`src/rtl/cache_mem_arbiter.sv`:
```
// ============================================================================
//  Module   : cache_mem_arbiter
//  Purpose  : Shares one multi-cycle memory between I-cache fills, D-cache
//             fills and D-cache write-throughs; streams fill words and tags.
//  Revision : 1.0 - initial release
// ============================================================================
`default_nettype none

module cache_mem_arbiter (
    input  logic        clk,
    input  logic        rst,
    input  logic        i_req,
    input  logic [15:0] i_addr,
    input  logic        d_req,
    input  logic        d_wr,
    input  logic [15:0] d_addr,
    input  logic [15:0] d_wdata,
    output logic        mem_en,
    output logic        mem_wr,
    output logic [15:0] mem_addr,
    output logic [15:0] mem_wdata,
    input  logic [15:0] mem_data,
    input  logic        mem_vld,
    output logic        fill_i_we,
    output logic        fill_d_we,
    output logic [2:0]  fill_word,
    output logic [15:0] fill_data,
    output logic        i_tag_we,
    output logic        d_tag_we,
    output logic        i_done,
    output logic        d_done,
    output logic        busy
);

    localparam logic [2:0] c_IDLE    = 3'd0;
    localparam logic [2:0] c_IFILL   = 3'd1;
    localparam logic [2:0] c_DFILL   = 3'd2;
    localparam logic [2:0] c_DWRITE  = 3'd3;
    localparam logic [2:0] c_RELEASE = 3'd4;

    logic [2:0]  state_q, state_d;
    logic [15:0] addr_q, addr_d;
    logic [15:0] wdata_q, wdata_d;
    logic [3:0]  iss_q, iss_d;
    logic [2:0]  rcv_q, rcv_d;
    logic        last_grant_q, last_grant_d;   // 0 = I-cache, 1 = D-cache
    logic        grant_d_side;

    always_comb begin
        state_d      = state_q;
        addr_d       = addr_q;
        wdata_d      = wdata_q;
        iss_d        = iss_q;
        rcv_d        = rcv_q;
        last_grant_d = last_grant_q;
        grant_d_side = 1'b0;
        mem_en       = 1'b0;
        mem_wr       = 1'b0;
        mem_addr     = 16'h0000;
        mem_wdata    = 16'h0000;
        fill_i_we    = 1'b0;
        fill_d_we    = 1'b0;
        fill_word    = 3'd0;
        fill_data    = 16'h0000;
        i_tag_we     = 1'b0;
        d_tag_we     = 1'b0;
        i_done       = 1'b0;
        d_done       = 1'b0;

        case (state_q)
            c_IDLE: begin
                if (i_req || d_req) begin
                    // On a tie the side that was not served last wins.
                    grant_d_side = d_req && (!i_req || !last_grant_q);
                    state_d      = grant_d_side ? (d_wr ? c_DWRITE : c_DFILL) : c_IFILL;
                    addr_d       = grant_d_side ? d_addr : i_addr;
                    wdata_d      = d_wdata;
                    last_grant_d = grant_d_side;
                    iss_d        = 4'd0;
                    rcv_d        = 3'd0;
                end
            end

            c_IFILL, c_DFILL: begin
                if (!iss_q[3]) begin
                    mem_en   = 1'b1;
                    mem_addr = {addr_q[15:4], iss_q[2:0], 1'b0};
                    iss_d    = iss_q + 4'd1;
                end
                // Responses are counted, never timed, so any latency works.
                if (mem_vld) begin
                    fill_i_we = (state_q == c_IFILL);
                    fill_d_we = (state_q == c_DFILL);
                    fill_word = rcv_q;
                    fill_data = mem_data;
                    rcv_d     = rcv_q + 3'd1;
                    if (rcv_q == 3'd7) begin
                        i_tag_we = (state_q == c_IFILL);
                        d_tag_we = (state_q == c_DFILL);
                        i_done   = (state_q == c_IFILL);
                        d_done   = (state_q == c_DFILL);
                        state_d  = c_RELEASE;
                    end
                end
            end

            c_DWRITE: begin
                mem_en    = 1'b1;
                mem_wr    = 1'b1;
                mem_addr  = addr_q;
                mem_wdata = wdata_q;
                d_done    = 1'b1;
                state_d   = c_RELEASE;
            end

            c_RELEASE: state_d = c_IDLE;

            default: state_d = c_IDLE;
        endcase
    end

    assign busy = (state_q != c_IDLE);

    always_ff @(posedge clk) begin
        if (!rst) begin
            state_q      <= c_IDLE;
            addr_q       <= 16'h0000;
            wdata_q      <= 16'h0000;
            iss_q        <= 4'd0;
            rcv_q        <= 3'd0;
            last_grant_q <= 1'b0;
        end else begin
            state_q      <= state_d;
            addr_q       <= addr_d;
            wdata_q      <= wdata_d;
            iss_q        <= iss_d;
            rcv_q        <= rcv_d;
            last_grant_q <= last_grant_d;
        end
    end

endmodule

`default_nettype wire

```
`config.mk`:
```
export PLATFORM = sky130hd
export DESIGN_NAME = cache_mem_arbiter
export DESIGN_NICKNAME = d
export VERILOG_FILES = /design/src/rtl/cache_mem_arbiter.sv
export SDC_FILE = /design/constraint.sdc
export NUM_CORES = 1
export LEC_CHECK = 0
export ABC_AREA = 1
export CAP_MARGIN = 0
export CORE_ASPECT_RATIO = 0.6
export CORE_MARGIN = 5
export CORE_UTILIZATION = 35
export CTS_CLUSTER_SIZE = 8
export DETAILED_ROUTE_END_ITERATION = 6
export PLACE_DENSITY = 0.77
export SYNTH_ARGS = -nofsm -noshare
export SYNTH_HDL_FRONTEND = slang
export SYNTH_SLANG_ARGS = --single-unit
export TNS_END_PERCENT = 10
```
`constraint.sdc`:
```
create_clock -name clk -period 1.23 [get_ports clk]
set_clock_uncertainty 0.05 [all_clocks]
set_input_delay 0.1845 -clock clk [delete_from_list [all_inputs] [get_ports clk]]
set_output_delay 0.1845 -clock clk [all_outputs]
set_load 0.01 [all_outputs]
```
======== After elaboration in Yosys (flattened, before gate mapping) ========
Index checks and enable logic that the tools add are counted.
storage, ports and cells
  flip-flop bits (word level) ............. 43
  latch bits .............................. 0
  bits in writable memories ............... 0
  memory bits (read-only) ................. 0
  input port bits ......................... 70
  output and inout port bits .............. 60
  logic and storage cells ................. 65
  memories kept ........................... 0
operators by class
  $add $sub $neg .......................... 2
  multiply operators ...................... 0
  div/mod/pow operators ................... 0
  magnitude comparators ................... 0
  equality and inequality tests ........... 8
  shifts and indexed selects .............. 0
  multiplexer cells ....................... 34
  bitwise logic cells ..................... 0
  reduce and logical (&&, ||, !) cells .... 14
operators by type and width
  cell                                                 number
  two-way mux 16 bit                                   5
  case mux 16 bit (2 select lines)                     1
  two-way mux 3 bit                                    7
  two-way mux 1 bit                                    13
  case mux 3 bit (3 select lines)                      1
  AND reduction 3 bit                                  3
  two-way mux 4 bit                                    2
  inequality test 2 bit, second input constant         4
  case mux 4 bit (2 select lines)                      1
  equality test 3 x 2 -> 1 bit, second input constant  2
  case mux 3 bit (2 select lines)                      1
  adder 4 x 1 -> 4 bit, second input constant          1
  case mux 1 bit (2 select lines)                      2
  AND reduction 2 bit                                  2
  adder 3 x 1 -> 3 bit, second input constant          1
  equality test 3 x 1 -> 1 bit, second input constant  1
  equality test 3 bit, second input constant           1
  logical NOT 3 bit                                    1
  nonzero test 3 bit                                   1
  logical NOT 1 bit                                    2
  logical OR 1 bit                                     2
  two-way mux 2 bit                                    1
  nonzero test 2 bit                                   1
  OR reduction 2 bit                                   1
  logical AND 1 bit                                    1

======== Depth between registers and ports, before layout ========
  word-level depth ........................ 6
  depth in mapped cells ................... 8
  mapped depth without buffers ............ 7

======== Least setup slack after synthesis ========
No wires, ideal clock.
  path type ............................... reg2out
  from .................................... register state_q[1]
  to ...................................... output port mem_addr[10]
  arrival time ............................ 1.202 ns
  required time ........................... 0.996 ns
  path slack .............................. -0.206 ns
  stages on the path, launching flop included .. 8
  buffers on the path ..................... 1
  path through ............................ dfxtp_1 nand2_1 nor2_2 inv_1 nand2_2 inv_2 buf_6 nor2_1
on the way
  cells in the longest elaborated chain, start to end .. 3
  elaborated cells between the ends (all ways) .. 5
  classes of those cells .................. eq/ne (3); mux (1); reduce/logical (1)
RTL lines
  item                                                                          line  RTL
  start, declared                                                               41    logic [2:0] state_q, state_d;
  start signal, assigned                                                        126   state_q <= c_IDLE;
  start signal, assigned                                                        133   state_q <= state_d;
  equality test 3 x 1 -> 1 bit or equality test 3 x 2 -> 1 bit (tied branches)  70    case (state_q)
  OR reduction 2 bit                                                            70
  case mux 16 bit (2 select lines) *                                            70
  end, declared                                                                 20    output logic [15:0] mem_addr,
Mark *: on every way between the ends. The rest lies on a longest branch, timed or not.

======== Worst setup path after layout ========
  from .................................... register state_q[1]
  to ...................................... output port fill_data[2]
on the way
  cells in the longest elaborated chain, start to end .. 3
  elaborated cells between the ends (all ways) .. 4
  classes of those cells .................. eq/ne (2); mux (1); reduce/logical (1)
RTL lines
  item                                                                          line  RTL
  equality test 3 x 1 -> 1 bit or equality test 3 x 2 -> 1 bit (tied branches)  70
  OR reduction 2 bit *                                                          70
  two-way mux 16 bit *                                                          70
  end, declared                                                                 27    output logic [15:0] fill_data,
Marked as above.

==> summary.md <==
| Metric | Value |
|---|---|
| Run status | complete, but fails checks |
| Failing checks | setup timing |
| Vias in the first global route | 2,969 |
| Peak VDD IR | 0.7002 mV |
| Die Span X | 116.2 um |
| Multi-input gate area | 0.001355 mm2 |
| CTS tree | built |
| Average size of a mapped cell | 6.650 um2 |
| Final period utilization | 135.5% |
| Yosys top cell by area | dfxtp_1 |
| Final GP Congestion | 0.8261 |
| DR WL met2 | 3.994 mm |
| GR Util All Layers | 20.31% |
| Worst path cell trace | nor2_4 > nand2_2 > nand2_4 > buf_6 > inv_6 > buf_12 > nor2_1 > buf_2 |
| Largest net degree at the start of global routing | 22 |
| CTS clk-pin slew, worst paths | 0.06 ns |
| Pre-CTS setup slack | -0.7639 ns |
| Area growth syn-to-layout | 80.81% |
| DRT antenna net count | 0 |
| Core Rows | 23 |
| Arrival time worst endpoint | 1.43 ns |
| Die H | 73.71 um |
| Final core area utilization | 64.67% |
| Register Area | 874.6 um2 |
| Post-DP HPWL | 6.608 mm |
| Worst hold path type | reg2reg |
| Post-Synthesis Cells | 356 |
| CTS Buf Count | 5 |
| DRT Pass-1 Iters | 5 |
| PD cells | 1395 mW/mm2 |
| Syn_nets | 429 |
| Design area | 0.004280 mm2 |
| CTS root buffer | clkbuf_16 |
| DP Cell Count | 595 |
| Top cell type's share of synthesized area | 36.36% |
| Critical Path RT | 1.00 ns |
| Worst Setup End Kind | output port |
| Die ar. | 0.008563 mm2 |
| Yosys reg bits | 43 |
| Period minus WS final | 1.666 ns |
| Worst setup path class | reg2out |
| RSZ-0062 raised after global routing | true |
| F_max | 0.6001 GHz |
| Final Hold Slack | 0.4010 ns |
| Area post-placement | 0.004121 mm2 |
| Post-synth EDFFs | 0 |
| M1 wire length | 3.750 mm |
| Setup TNS | -33.85 ns |
| Initial antenna violation count | 0 |
| Rel. slew slack | 78.53% |
| First-pass GRT wire length | 13.88 mm |
| Core Area | 0.006619 mm2 |
| Fillers | 577 |
| Clock sinks | 43 |
| Drt wl/cell | 14.17 um |
| Unique cell type count in the Yosys netlist | 28 |
| Clk_lat worst skew | 0.29 ns |
| Vias per cell | 4.761 |
| Residual DRC | 0 |
| Antenna Cells | 0 |
| Actual slew at the worst max-slew pin | 0.3195 ns |
| Setup WS post-layout | -0.4364 ns |
| Top post-synthesis cells by area | dfxtp_1 (36%), nand2_1 (10%), inv_1 (9.2%), nor2_1 (7.5%), a21oi_1 (5.7%) |
| I/O Pins | 130 |
| Slowest-stage cell, CP | dfxtp_4 |
| Crit path largest cell delay | 0.39 ns |
| Cell Count, Final, Fillers Out | 607 |
| Starting DRT DRC Count | 175 |
| Yosys warns | 0 |
| Final Hold Fails | 0 |
| Initial core utilization | 35.77% |
| Total power | 5.972 mW |
| Startpoint Class | flip-flop |
| FFs w/ async S/R, synth | 0% |
| Max-Cap Viols | 0 |
| LEAKAGE | 1.945 nW |
| H-tree depth | 2 |
| Total vias in the final route | 2,890 |
| Fraction of layout cells with a size suffix above 1 | 36.15% |
| Bufs on Longest Clock Path | 2 |
| WL final | 8.602 mm |
| Uppermost routed layer | met4 |
| Sequential area share after synthesis | 36.36% |
| PortBufs | 129 |
| Number of endpoints failing setup at the final stage | 103 |
| Final slew viol count | 0 |
| CP Max Fanout | 9 |
| Fin nets | 592 |
| Met3 wire length | 735 um |
| Top FF cell, synth | dfxtp_1 |
| Syn Std Cell Area | 0.002367 mm2 |
| Grt ovf | 0 |
-- path summary, 6_finish.rpt --
check | startpoint | to | slack (ns) | depth (start not counted)
setup / recovery | state_q[1] | fill_data[2] | -0.44 | 8
setup reg to reg | state_q[0] | wdata_q[9] | -0.35 | 9
hold / removal | wdata_q[15] | wdata_q[15] | 0.40 | 2
hold reg to reg | wdata_q[15] | wdata_q[15] | 0.40 | 2
-- cells in the final DEF, fill, tap and decap left out, types with 2 or more instances in the layout --
| cell type | netlist | layout |
|---|---|---|
| nor2_1 | 47 | 17 |
| dfxtp_2 | 0 | 2 |
| nor2_2 | 8 | 23 |
| o22ai_1 | 19 | 16 |
| o21ai_1 | 7 | 15 |
| dlygate4sd2_1 | 0 | 2 |
| inv_4 | 1 | 3 |
| clkbuf_16 | 0 | 5 |
| o22ai_2 | 0 | 3 |
| nand2_1 | 66 | 63 |
| nand2_4 | 3 | 4 |
| dfxtp_1 | 43 | 38 |
| nor3_1 | 4 | 2 |
| dfxtp_4 | 0 | 3 |
| nand3_1 | 23 | 23 |
| buf_6 | 6 | 17 |
| clkdlybuf4s50_1 | 0 | 68 |
| buf_12 | 0 | 5 |
| nor3_2 | 0 | 2 |
| a21oi_1 | 27 | 24 |
| buf_4 | 2 | 37 |
| nor2_4 | 2 | 17 |
| o21ai_0 | 11 | 3 |
| nand2_2 | 5 | 6 |
| buf_2 | 9 | 45 |
| inv_1 | 58 | 56 |
| inv_2 | 4 | 2 |
| a21oi_2 | 0 | 3 |
| ha_1 | 3 | 2 |
-- cells by family (layout without fill, tap and decap cells) --
logic type | Yosys count | count (layout) | share of synthesized area (%)
AND/OR/NAND/NOR | 162 | 162 | 31.24
buffers and inverters | 83 | 247 | 15.96
AO/OA/AOI/OAI | 65 | 65 | 14.85
flip-flops | 43 | 43 | 36.36
adder cells (fa/ha/maj) | 3 | 3 | 1.586
-- report_power, final --
group	switching, mW	internal [mW]
sequential	0.118	1.66
clock	0.548	0.957
combinational	1.48	1.21
total	2.15	3.82
-- worst max-delay path: cells and delay by family, from the launching register on --
family                 cells  cell delay (ns)
and+or+nand+nor            4             0.33
DFF                        1             0.39
buffers and inverters      4             0.41
-- cell type report --
type,instances,area share [%]
repair buffers,175,35.22
clock inverters,3,1.023
inverters,64,6.197
clock buffers,5,2.923
well taps,87,2.543
flip-flops and latches,43,20.43
multi-input cells,230,31.66
-- routing by layer --
metal | vias up | GRT usage (%)
met1 | 1330 | 27.09
met2 | 110 | 33.40
met4 | 0 | 4.891
met3 | 13 | 4.774
met5 | - | 0
li1 | 1437 | -
-- repair_timing --
item | in CTS | in global routing
pin swaps | 5 | 1
endpoints found under the hold margin | 0 | 0
setup endpoints to repair | 103 | 103
setup buffers | 2 | 1
gates resized for setup | 289 | 28
hold buffers | 0 | 0
cloned | 1 | 0
-- state kept, by name, summed over array words and instances, names as in the netlist --
| name | count |
|---|---|
| rcv_q | 3 |
| last_grant_q | 1 |
| wdata_q | 16 |
| state_q | 3 |
| addr_q | 16 |
| iss_q | 4 |
-- synthesized netlist by cell type, drive strengths merged, types with 3 or more instances --
library cell,n
a21oi,27
buf,18
dfxtp,43
ha,3
inv,63
nand2,74
nand3,24
nor2,57
nor3,4
o21ai,18
o22ai,19
Note: power is estimated with default switching activity, not from simulation.
